$ cat src/rtl/md_unit_param_if.sv
// Handshake and operand bundle between the EX stage and md_unit_param.
// The master drives operation requests and HI/LO writes; the slave returns status and HI/LO.
interface md_unit_param_if #(
  parameter int WIDTH = 32
);
  logic             start;
  logic [1:0]       md_op;
  logic [WIDTH-1:0] src_a;
  logic [WIDTH-1:0] src_b;
  logic             hilo_write;
  logic             hilo_sel;
  logic             flush;
  logic             busy;
  logic             done;
  logic [WIDTH-1:0] hi;
  logic [WIDTH-1:0] lo;

  modport master (
    output start, md_op, src_a, src_b, hilo_write, hilo_sel, flush,
    input  busy, done, hi, lo
  );

  modport slave (
    input  start, md_op, src_a, src_b, hilo_write, hilo_sel, flush,
    output busy, done, hi, lo
  );
endinterface

$ cat src/rtl/md_unit_param.sv
// Multi-cycle mult/multu/div/divu unit owning HI/LO, with start/busy handshake and flush abort.
// Optional MD_EARLY_TERM_EN: divides by zero or with |dividend| < |divisor| commit after two edges.
module md_unit_param #(
  parameter int WIDTH   = 32,
  parameter int MUL_LAT = 5
) (
  input logic          clk,
  input logic          rst,
  md_unit_param_if.slave bus
);
  localparam int CNT_MAX = (MUL_LAT > WIDTH) ? MUL_LAT : WIDTH;
  localparam int CNT_W   = $clog2(CNT_MAX + 1);

  typedef enum logic [1:0] {IDLE = 2'd0, MUL = 2'd1, DIV = 2'd2, FIX = 2'd3} state_t;

  state_t               state_r, stateNxt_s;
  logic [CNT_W-1:0]     cnt_r, cntNxt_s;
  logic                 opSigned_r;
  logic [WIDTH-1:0]     opA_r, opB_r, magB_r, quo_r, rem_r, hi_r, lo_r;
  logic                 busy_r, done_r;
  logic [WIDTH-1:0]     hiNxt_s, loNxt_s;
  logic                 busyNxt_s, doneNxt_s;
  logic                 accept_s, commit_s, signedNew_s, earlyNew_s, skipDiv_s;
  logic [WIDTH-1:0]     magA_s, magBNew_s, quoFix_s, remFix_s;
  logic [WIDTH:0]       shifted_s, trial_s;
  logic [2*WIDTH-1:0]   extA_s, extB_s, prod_s;

  assign accept_s    = (state_r == IDLE) && bus.start && !bus.flush;
  assign commit_s    = !bus.flush && (((state_r == MUL) && (cnt_r == {CNT_W{1'b0}})) || (state_r == FIX));
  assign signedNew_s = !bus.md_op[0];
  assign magA_s      = (signedNew_s && bus.src_a[WIDTH-1]) ? ({WIDTH{1'b0}} - bus.src_a) : bus.src_a;
  assign magBNew_s   = (signedNew_s && bus.src_b[WIDTH-1]) ? ({WIDTH{1'b0}} - bus.src_b) : bus.src_b;

`ifdef MD_EARLY_TERM_EN
  logic early_r;
  assign earlyNew_s = bus.md_op[1] && ((bus.src_b == {WIDTH{1'b0}}) || (magA_s < magBNew_s));
  assign skipDiv_s  = early_r;

  // Remembers that the latched divide needs no iteration.
  always_ff @(posedge clk or negedge rst) begin
    if (!rst) begin
      early_r <= 1'b0;
    end else if (accept_s) begin
      early_r <= earlyNew_s;
    end else begin
      early_r <= early_r;
    end
  end
`else
  assign earlyNew_s = 1'b0;
  assign skipDiv_s  = 1'b0;
`endif

  // Full-width product of the sign- or zero-extended operands.
  assign extA_s = {{WIDTH{opSigned_r & opA_r[WIDTH-1]}}, opA_r};
  assign extB_s = {{WIDTH{opSigned_r & opB_r[WIDTH-1]}}, opB_r};
  assign prod_s = extA_s * extB_s;

  // Restoring step: dividend bits shift out of quo_r into the partial remainder.
  assign shifted_s = {rem_r, quo_r[WIDTH-1]};
  assign trial_s   = shifted_s - {1'b0, magB_r};

  // The most-negative / -1 case needs no special path: magnitude division already yields src_a, 0.
  assign quoFix_s = (opSigned_r && (opA_r[WIDTH-1] ^ opB_r[WIDTH-1])) ? ({WIDTH{1'b0}} - quo_r) : quo_r;
  assign remFix_s = (opSigned_r && opA_r[WIDTH-1]) ? ({WIDTH{1'b0}} - rem_r) : rem_r;

  // State and counter register.
  always_ff @(posedge clk or negedge rst) begin
    if (!rst) begin
      state_r <= IDLE;
      cnt_r   <= {CNT_W{1'b0}};
    end else begin
      state_r <= stateNxt_s;
      cnt_r   <= cntNxt_s;
    end
  end

  // Next-state and counter logic.
  always_comb begin
    stateNxt_s = state_r;
    cntNxt_s   = cnt_r;
    case (state_r)
      IDLE: begin
        if (accept_s && bus.md_op[1]) begin
          stateNxt_s = DIV;
          cntNxt_s   = earlyNew_s ? {CNT_W{1'b0}} : CNT_W'(WIDTH - 1);
        end else if (accept_s) begin
          stateNxt_s = MUL;
          cntNxt_s   = CNT_W'(MUL_LAT - 1);
        end else begin
          stateNxt_s = IDLE;
        end
      end
      MUL, DIV: begin
        if (bus.flush || (cnt_r == {CNT_W{1'b0}})) begin
          stateNxt_s = (bus.flush || (state_r == MUL)) ? IDLE : FIX;
          cntNxt_s   = {CNT_W{1'b0}};
        end else begin
          cntNxt_s   = cnt_r - CNT_W'(1'b1);
        end
      end
      FIX: begin
        stateNxt_s = IDLE;
        cntNxt_s   = {CNT_W{1'b0}};
      end
      default: begin
        stateNxt_s = IDLE;
        cntNxt_s   = {CNT_W{1'b0}};
      end
    endcase
  end

  // Next HI/LO and status values; a commit outranks an mthi/mtlo request.
  always_comb begin
    hiNxt_s   = hi_r;
    loNxt_s   = lo_r;
    doneNxt_s = 1'b0;
    busyNxt_s = (stateNxt_s != IDLE);
    if (commit_s) begin
      doneNxt_s = 1'b1;
      if (state_r == MUL) begin
        hiNxt_s = prod_s[2*WIDTH-1:WIDTH];
        loNxt_s = prod_s[WIDTH-1:0];
      end else if (opB_r == {WIDTH{1'b0}}) begin
        hiNxt_s = opA_r;
        loNxt_s = {WIDTH{1'b1}};
      end else begin
        hiNxt_s = remFix_s;
        loNxt_s = quoFix_s;
      end
    end else if ((state_r == IDLE) && bus.hilo_write) begin
      if (bus.hilo_sel) begin
        hiNxt_s = bus.src_a;
      end else begin
        loNxt_s = bus.src_a;
      end
    end else begin
      doneNxt_s = 1'b0;
    end
  end

  // Registered outputs.
  always_ff @(posedge clk or negedge rst) begin
    if (!rst) begin
      hi_r   <= {WIDTH{1'b0}};
      lo_r   <= {WIDTH{1'b0}};
      busy_r <= 1'b0;
      done_r <= 1'b0;
    end else begin
      hi_r   <= hiNxt_s;
      lo_r   <= loNxt_s;
      busy_r <= busyNxt_s;
      done_r <= doneNxt_s;
    end
  end

  // Operand latch and divide iteration.
  always_ff @(posedge clk or negedge rst) begin
    if (!rst) begin
      opSigned_r <= 1'b0;
      opA_r      <= {WIDTH{1'b0}};
      opB_r      <= {WIDTH{1'b0}};
      magB_r     <= {WIDTH{1'b0}};
      quo_r      <= {WIDTH{1'b0}};
      rem_r      <= {WIDTH{1'b0}};
    end else if (accept_s) begin
      opSigned_r <= signedNew_s;
      opA_r      <= bus.src_a;
      opB_r      <= bus.src_b;
      magB_r     <= magBNew_s;
      quo_r      <= magA_s;
      rem_r      <= {WIDTH{1'b0}};
    end else if (state_r == DIV) begin
      if (skipDiv_s) begin
        quo_r <= {WIDTH{1'b0}};
        rem_r <= quo_r;
      end else if (!trial_s[WIDTH]) begin
        quo_r <= {quo_r[WIDTH-2:0], 1'b1};
        rem_r <= trial_s[WIDTH-1:0];
      end else begin
        quo_r <= {quo_r[WIDTH-2:0], 1'b0};
        rem_r <= shifted_s[WIDTH-1:0];
      end
    end else begin
      quo_r <= quo_r;
      rem_r <= rem_r;
    end
  end

  assign bus.busy = busy_r;
  assign bus.done = done_r;
  assign bus.hi   = hi_r;
  assign bus.lo   = lo_r;
endmodule

$ cat src/flat_wrapper.sv
// flat-port wrapper written by rule: the top's interface ports become plain ports
module md_unit_param_flat 
#(
  parameter int WIDTH   = 32,
  parameter int MUL_LAT = 5
)
  (clk, rst, bus_start, bus_md_op, bus_src_a, bus_src_b, bus_hilo_write, bus_hilo_sel, bus_flush, bus_busy, bus_done, bus_hi, bus_lo);
  md_unit_param_if #(.WIDTH(WIDTH)) bus_i ();
  input logic clk;
  input logic rst;
  input wire logic [$bits(bus_i.start)-1:0] bus_start;
  input wire logic [$bits(bus_i.md_op)-1:0] bus_md_op;
  input wire logic [$bits(bus_i.src_a)-1:0] bus_src_a;
  input wire logic [$bits(bus_i.src_b)-1:0] bus_src_b;
  input wire logic [$bits(bus_i.hilo_write)-1:0] bus_hilo_write;
  input wire logic [$bits(bus_i.hilo_sel)-1:0] bus_hilo_sel;
  input wire logic [$bits(bus_i.flush)-1:0] bus_flush;
  output wire logic [$bits(bus_i.busy)-1:0] bus_busy;
  output wire logic [$bits(bus_i.done)-1:0] bus_done;
  output wire logic [$bits(bus_i.hi)-1:0] bus_hi;
  output wire logic [$bits(bus_i.lo)-1:0] bus_lo;
  assign bus_i.start = bus_start;
  assign bus_i.md_op = bus_md_op;
  assign bus_i.src_a = bus_src_a;
  assign bus_i.src_b = bus_src_b;
  assign bus_i.hilo_write = bus_hilo_write;
  assign bus_i.hilo_sel = bus_hilo_sel;
  assign bus_i.flush = bus_flush;
  assign bus_busy = bus_i.busy;
  assign bus_done = bus_i.done;
  assign bus_hi = bus_i.hi;
  assign bus_lo = bus_i.lo;
  md_unit_param #(.WIDTH(WIDTH), .MUL_LAT(MUL_LAT)) u_core (.clk(clk), .rst(rst), .bus(bus_i));
endmodule
$ cat config.mk
export PLATFORM = sky130hd
export DESIGN_NAME = md_unit_param_flat
export DESIGN_NICKNAME = d
export VERILOG_FILES = /design/src/rtl/md_unit_param_if.sv /design/src/rtl/md_unit_param.sv /design/src/flat_wrapper.sv
export SDC_FILE = /design/constraint.sdc
export NUM_CORES = 2
export LEC_CHECK = 0
export BUFFER_PORTS_ARGS = -buffer_cell sky130_fd_sc_hd__buf_2
export CAP_MARGIN = 10
export CORE_MARGIN = 4
export CORE_UTILIZATION = 60
export DETAILED_ROUTE_END_ITERATION = 6
export PLACE_DENSITY = 0.88
export SLEW_MARGIN = 10
export SYNTH_ARGS = -nofsm -noshare
export SYNTH_HDL_FRONTEND = slang
export SYNTH_SLANG_ARGS = --single-unit
$ cat constraint.sdc
create_clock -name clk -period 10.5 [get_ports clk]
set_input_delay 3.15 -clock clk [delete_from_list [all_inputs] [get_ports clk]]
set_output_delay 3.15 -clock clk [all_outputs]
set_load 0.02 [all_outputs]
-- Word level (Yosys, flattened, before mapping)
Cells that the tools add are included.
W data, S select, Z words.
- add/sub/neg operators: 6
- $mul: 1
- equality and inequality tests: 5
- muxes and demuxes: 30
- bitwise logic cells: 3
- reductions and logical operators: 25
- operators with widths (cell ; count):
    $mux W32 ; 19
    $sub A1 B32 Y32 const A ; 4
    $mul A33 B33 Y64 ; 1
    $sub A33 B32 Y33 ; 1
    $logic_not A32 Y1 ; 1
    $mux W6 ; 3
    $pmux W6 S3 ; 1
    $logic_and A1 B1 Y1 ; 10
    $reduce_bool A2 Y1 ; 4
    $logic_not A6 Y1 ; 1
    $mux W2 ; 3
    $pmux W2 S3 ; 1
    $sub A6 B1 Y6 const B ; 1
    $eq A2 B2 Y1 const B ; 2
    $reduce_and A2 Y1 ; 2
    $logic_or A1 B1 Y1 ; 3
    $mux W1 ; 3
    $ne A3 B2 Y1 const B ; 1
    $and A1 B1 Y1 ; 2
    $eq A2 B1 Y1 const B ; 1
    $logic_not A1 Y1 ; 2
    $logic_not A2 Y1 ; 1
    $ne A2 B1 Y1 const B ; 1
    $reduce_or A2 Y1 ; 1
    $xor A1 B1 Y1 ; 1
- bits in registers: 235

-- Longest topological paths before layout
- depth after elaboration: 7
- gate-level depth with buffers: 34
- gate-level depth less buffers: 29

-- Worst setup path after synthesis
No wires, ideal clock.
- path kind: reg-to-reg
- from: register u_core.opA_r[31]
- to: register u_core.hi_r[25], in the netlist u_core.bus.hi[25]
- library setup time: 0.137 ns
- data arrival time: 8.520 ns
- required time: 10.363 ns
- path slack: 1.843 ns
- cell stages (with the launch flop): 32
- buffers on the path: 4
- period minus slack after synthesis: 8.657 ns
- cell sequence: dfrtp_1 -> clkbuf_1 -> and2_1 -> clkbuf_1 -> clkbuf_1 -> buf_1 -> nand2_1 -> inv_1 -> fa_1 -> inv_1 -> fa_1 -> inv_1 -> fa_1 -> fa_1 -> inv_1 -> fa_1 -> inv_1 -> fa_1 -> inv_1 -> fa_1 -> fa_1 -> inv_1 -> ha_1 -> nand2_1 -> or4_1 -> a311o_1 -> o211ai_1 -> a41oi_1 -> o21bai_1 -> xor2_1 -> a211oi_1 -> a21oi_1
- word-level cells in the longest chain between the ends: 5
- elaborated cells between the ends (all ways): 7
- ends and longest elaborated chain (item ; line ; RTL):
    start, declared ; md_unit_param.sv:19 ; logic [WIDTH-1:0] opA_r, opB_r, magB_r, quo_r, rem_r, hi_r, lo_r;
    start signal, assigned ; md_unit_param.sv:161 ; opA_r <= {WIDTH{1'b0}};
    start signal, assigned ; md_unit_param.sv:168 ; opA_r <= bus.src_a;
    branches (longest 3 deep; another with $mul A33 B33 Y64) ; -- ;
    $mux W32 * ; md_unit_param.sv:121 ; if (state_r == MUL) begin
    $mux W32 * ; md_unit_param.sv:119 ; if (commit_s) begin
    end signal, assigned ; md_unit_param.sv:145 ; hi_r <= {WIDTH{1'b0}};
    end signal, assigned ; md_unit_param.sv:150 ; hi_r <= hiNxt_s;
    end, declared ; md_unit_param.sv:19 ;
Mark *: on every way between the ends.
A chain may end at the register's enable or synchronous reset.

-- Final worst setup path
- from: register u_core.opA_r[31]
- to: register u_core.hi_r[28], in the netlist u_core.bus.hi[28]
Same word-level chain as after synthesis.

==> results.toml <==
[flow_run]
maxCapViolCount = 0

[timing]
skew_ps = 29.2
fin_crit_ps = 9500
hold_violations = 0
grt_setup_unrepaired = "no"
worst_pin_slew_ps = 1280
slew_headroom_pct = 14.6
slew_violations = 0
setup_viol = 0
fmaxAchievable_ghz = 0.105
fin_crit_sh_pct = 90.5
tns_ps = 0
whs_ps = 488

[cts]
hold_buffers = 0
postCtsSetupRepairBufs = 0
clock_path_buffers = 3
clk_latency_ps = 560
tritoncts = "done"
cts_max_level = 1
ctsResizeCount = 0
clock-root-buffer = "clkbuf_16"
clkTransAtPathRegs_ps = 60
cts_num_sinks = 234
cts_buffers = 25

[logic_synthesis]
synth_mux_area_share_pct = 1.96
yosysUniqueCellTypes = 71
yosys_warnings = 0
synth_compound_area_share_pct = 8.45
netlist_area_um2 = 52900
ys_ff_latch = 234
syn_inst = 5995
synthFlopType = "dfrtp_1"
synth_edf_count = 0
async_flop_share_pct = 100
synth_fa_ha_area_share_pct = 48.6
ys_seq_area_share_pct = 11.1
syn-mean-instance-area_um2 = 8.83
synthXorXnorAreaFrac_pct = 3.57
yosys.area_share.simple_pct = 15.3
synth_top_family_by_area = "adder cells"
synth_fp_nets = 7449

[route]
route.detailed.drc = 0
wl_per_cell_um = 21.8
dr.pass1.iters = 6
ant_nets = 0
vias = 42400
wl_mm = 154
vias_per_cell = 6.01
drt_iter0_drc = 4068

[global_route]
grt_pass1_vias = 45500
grt_first_pass_wirelength_mm = 245
grt_overflow = 0
grt_usage_pct = 33.4
grt_max_degree = 108
grt_antenna_before_repair = 9

[worst_setup_path]
critPathKind = "reg -> reg"
path_max_fanout = 24
rr_startpoint = "u_core.opA_r[31]"
crit_path_start_kind = "flip-flop"
critPathArrivalTime_ps = 9900
critPathCaptureType = "flip-flop"
critPathMaxStageDelay_ps = 850
path_common_cell = "fa_1"
cp.required_ps = 10900
cp-startpoint = "u_core.opA_r[31]"
crit_slowest_cell = "fa_1"

[die]
core_area_um2 = 87200
io_pins = 138
fp.dieH_um = 305
initial_utilization_pct = 60.7
dieArea_um2 = 93000
die_x_um = 305
rows = 108

[placement]
gp_congestion = 0.990
dpl.hpwl_mm = 123
dp.cells = 6994
port_buffers = 137

[worst_hold_path]
hp-start = "u_core.magB_r[11]"
hp-class = "reg -> reg"

[layout]
final_nets = 7320
final_cells = 7045
drive_gt1_share_pct = 5.39
syn2layout_area_growth_pct = 4.42

[outcome]
outcome = "finished, final reports clean"
==> cell families after synthesis <==
logic type,count (synthesis)
and+or+nand+nor,1782
buffers and inverters,1550
adders and majority gates,1382
AOI/OAI and AO/OA,729
muxes,102
DFF,234
xor gates and xnor gates,216
==> worst paths after layout <==
path	depth (start not counted)	end	slack (ps)
min in group asynchronous	1	u_core.magB_r[10]	2690
setup reg to reg	28	u_core.bus.hi[28]	1000
max in group asynchronous	2	u_core.opB_r[6]	6330
hold reg to reg	2	u_core.magB_r[11]	490
hold / removal	2	u_core.magB_r[11]	490
setup / recovery	28	u_core.bus.hi[28]	1000
==> layer usage <==
metal | wire length [um] | vias to the layer above | part of all wire, % | global-route usage, %
li1 | - | 17800 | - | -
met5 | 37 | - | 0.024 | 0
met4 | 11500 | 4 | 7.5 | 20.1
met2 | 73300 | 2505 | 48 | 54.6
met3 | 15900 | 745 | 10 | 7.36
met1 | 52900 | 21300 | 34 | 40.9
==> registers in the layout, indices dropped and copies added (netlist names) <==
signal             cells
u_core.bus.busy        1
u_core.opB_r          31
u_core.opA_r          32
u_core.bus.lo         32
u_core.cnt_r           6
u_core.bus.hi         32
u_core.state_r         2
u_core.quo_r          32
u_core.opSigned_r      1
u_core.bus.done        1
u_core.rem_r          32
u_core.magB_r         32
==> critical path: cells and delay by family, from the launching register on <==
| kind | cells | cell delay (ps) |
|---|---|---|
| AOI/OAI and AO/OA | 6 | 1660 |
| DFF | 1 | 750 |
| buffers and inverters | 8 | 1390 |
| and+or+nand+nor | 4 | 700 |
| adders and majority gates | 9 | 4630 |
| muxes | 1 | 190 |
==> cell type report <==
class                   count  area (um^2)
multi-input cells        4211        41300
diodes                      5         12.5
fillers                  6761        31900
repair buffers            225         1390
inverters                1169         4390
clock buffers              35          703
well taps                1155         1450
clock inverters            11          166
flip-flops and latches    234         5870
==> synth_stat cells (21+ instances only) <==
| cell type | n | area (um^2) |
|---|---|---|
| and2_1 | 363 | 2270 |
| a221o_1 | 21 | 210 |
| xnor2_1 | 136 | 1190 |
| nor2_1 | 194 | 728 |
| nand2_1 | 1020 | 3830 |
| nand2b_1 | 21 | 131 |
| fa_1 | 1126 | 22500 |
| a211oi_1 | 46 | 345 |
| nand3_1 | 28 | 140 |
| dfrtp_1 | 234 | 5860 |
| nor4_1 | 23 | 144 |
| a21o_1 | 60 | 450 |
| clkbuf_1 | 361 | 1360 |
| nor3_1 | 31 | 155 |
| o21ai_0 | 207 | 1040 |
| inv_1 | 1169 | 4390 |
| a21oi_1 | 243 | 1220 |
| and3_1 | 30 | 188 |
| xor2_1 | 80 | 701 |
| mux2i_1 | 91 | 911 |
| ha_1 | 256 | 3200 |
==> layout by cell type, fill, tap and decap left out, types with 16 or more instances in the layout <==
master	n
or2_2	17
xor2_1	79
inv_1	1169
o31ai_1	18
nand2_1	1020
or3_1	16
buf_4	85
a211oi_1	46
o21bai_1	18
and2_1	363
ha_1	254
nor4_1	23
a21o_1	60
nand3_1	27
mux2i_1	91
o21ai_0	207
a221o_1	21
clkbuf_16	25
nand2b_1	21
nor3_1	31
xnor2_1	136
and3_1	30
dfrtp_1	225
nor2_1	191
a21oi_1	243
buf_2	136
fa_1	1126
==> metrics by stage <==
| stage | setup WS [ps] | utilization (%) | instance area (um^2) |
|---|---|---|---|
| floorplan | 1840 | - | 52900 |
| global placement | 1450 | 62.4 | 54400 |
| detailed placement | 1190 | 62.4 | 54400 |
| CTS | 1140 | 63.4 | 55300 |
| global route | 510 | 63.4 | 55300 |
| finish | 1000 | 63.4 | 55300 |
Power is left out: the tool's default activity adds up to more than one toggle a clock period on the data nets, which glitch-free logic cannot reach.
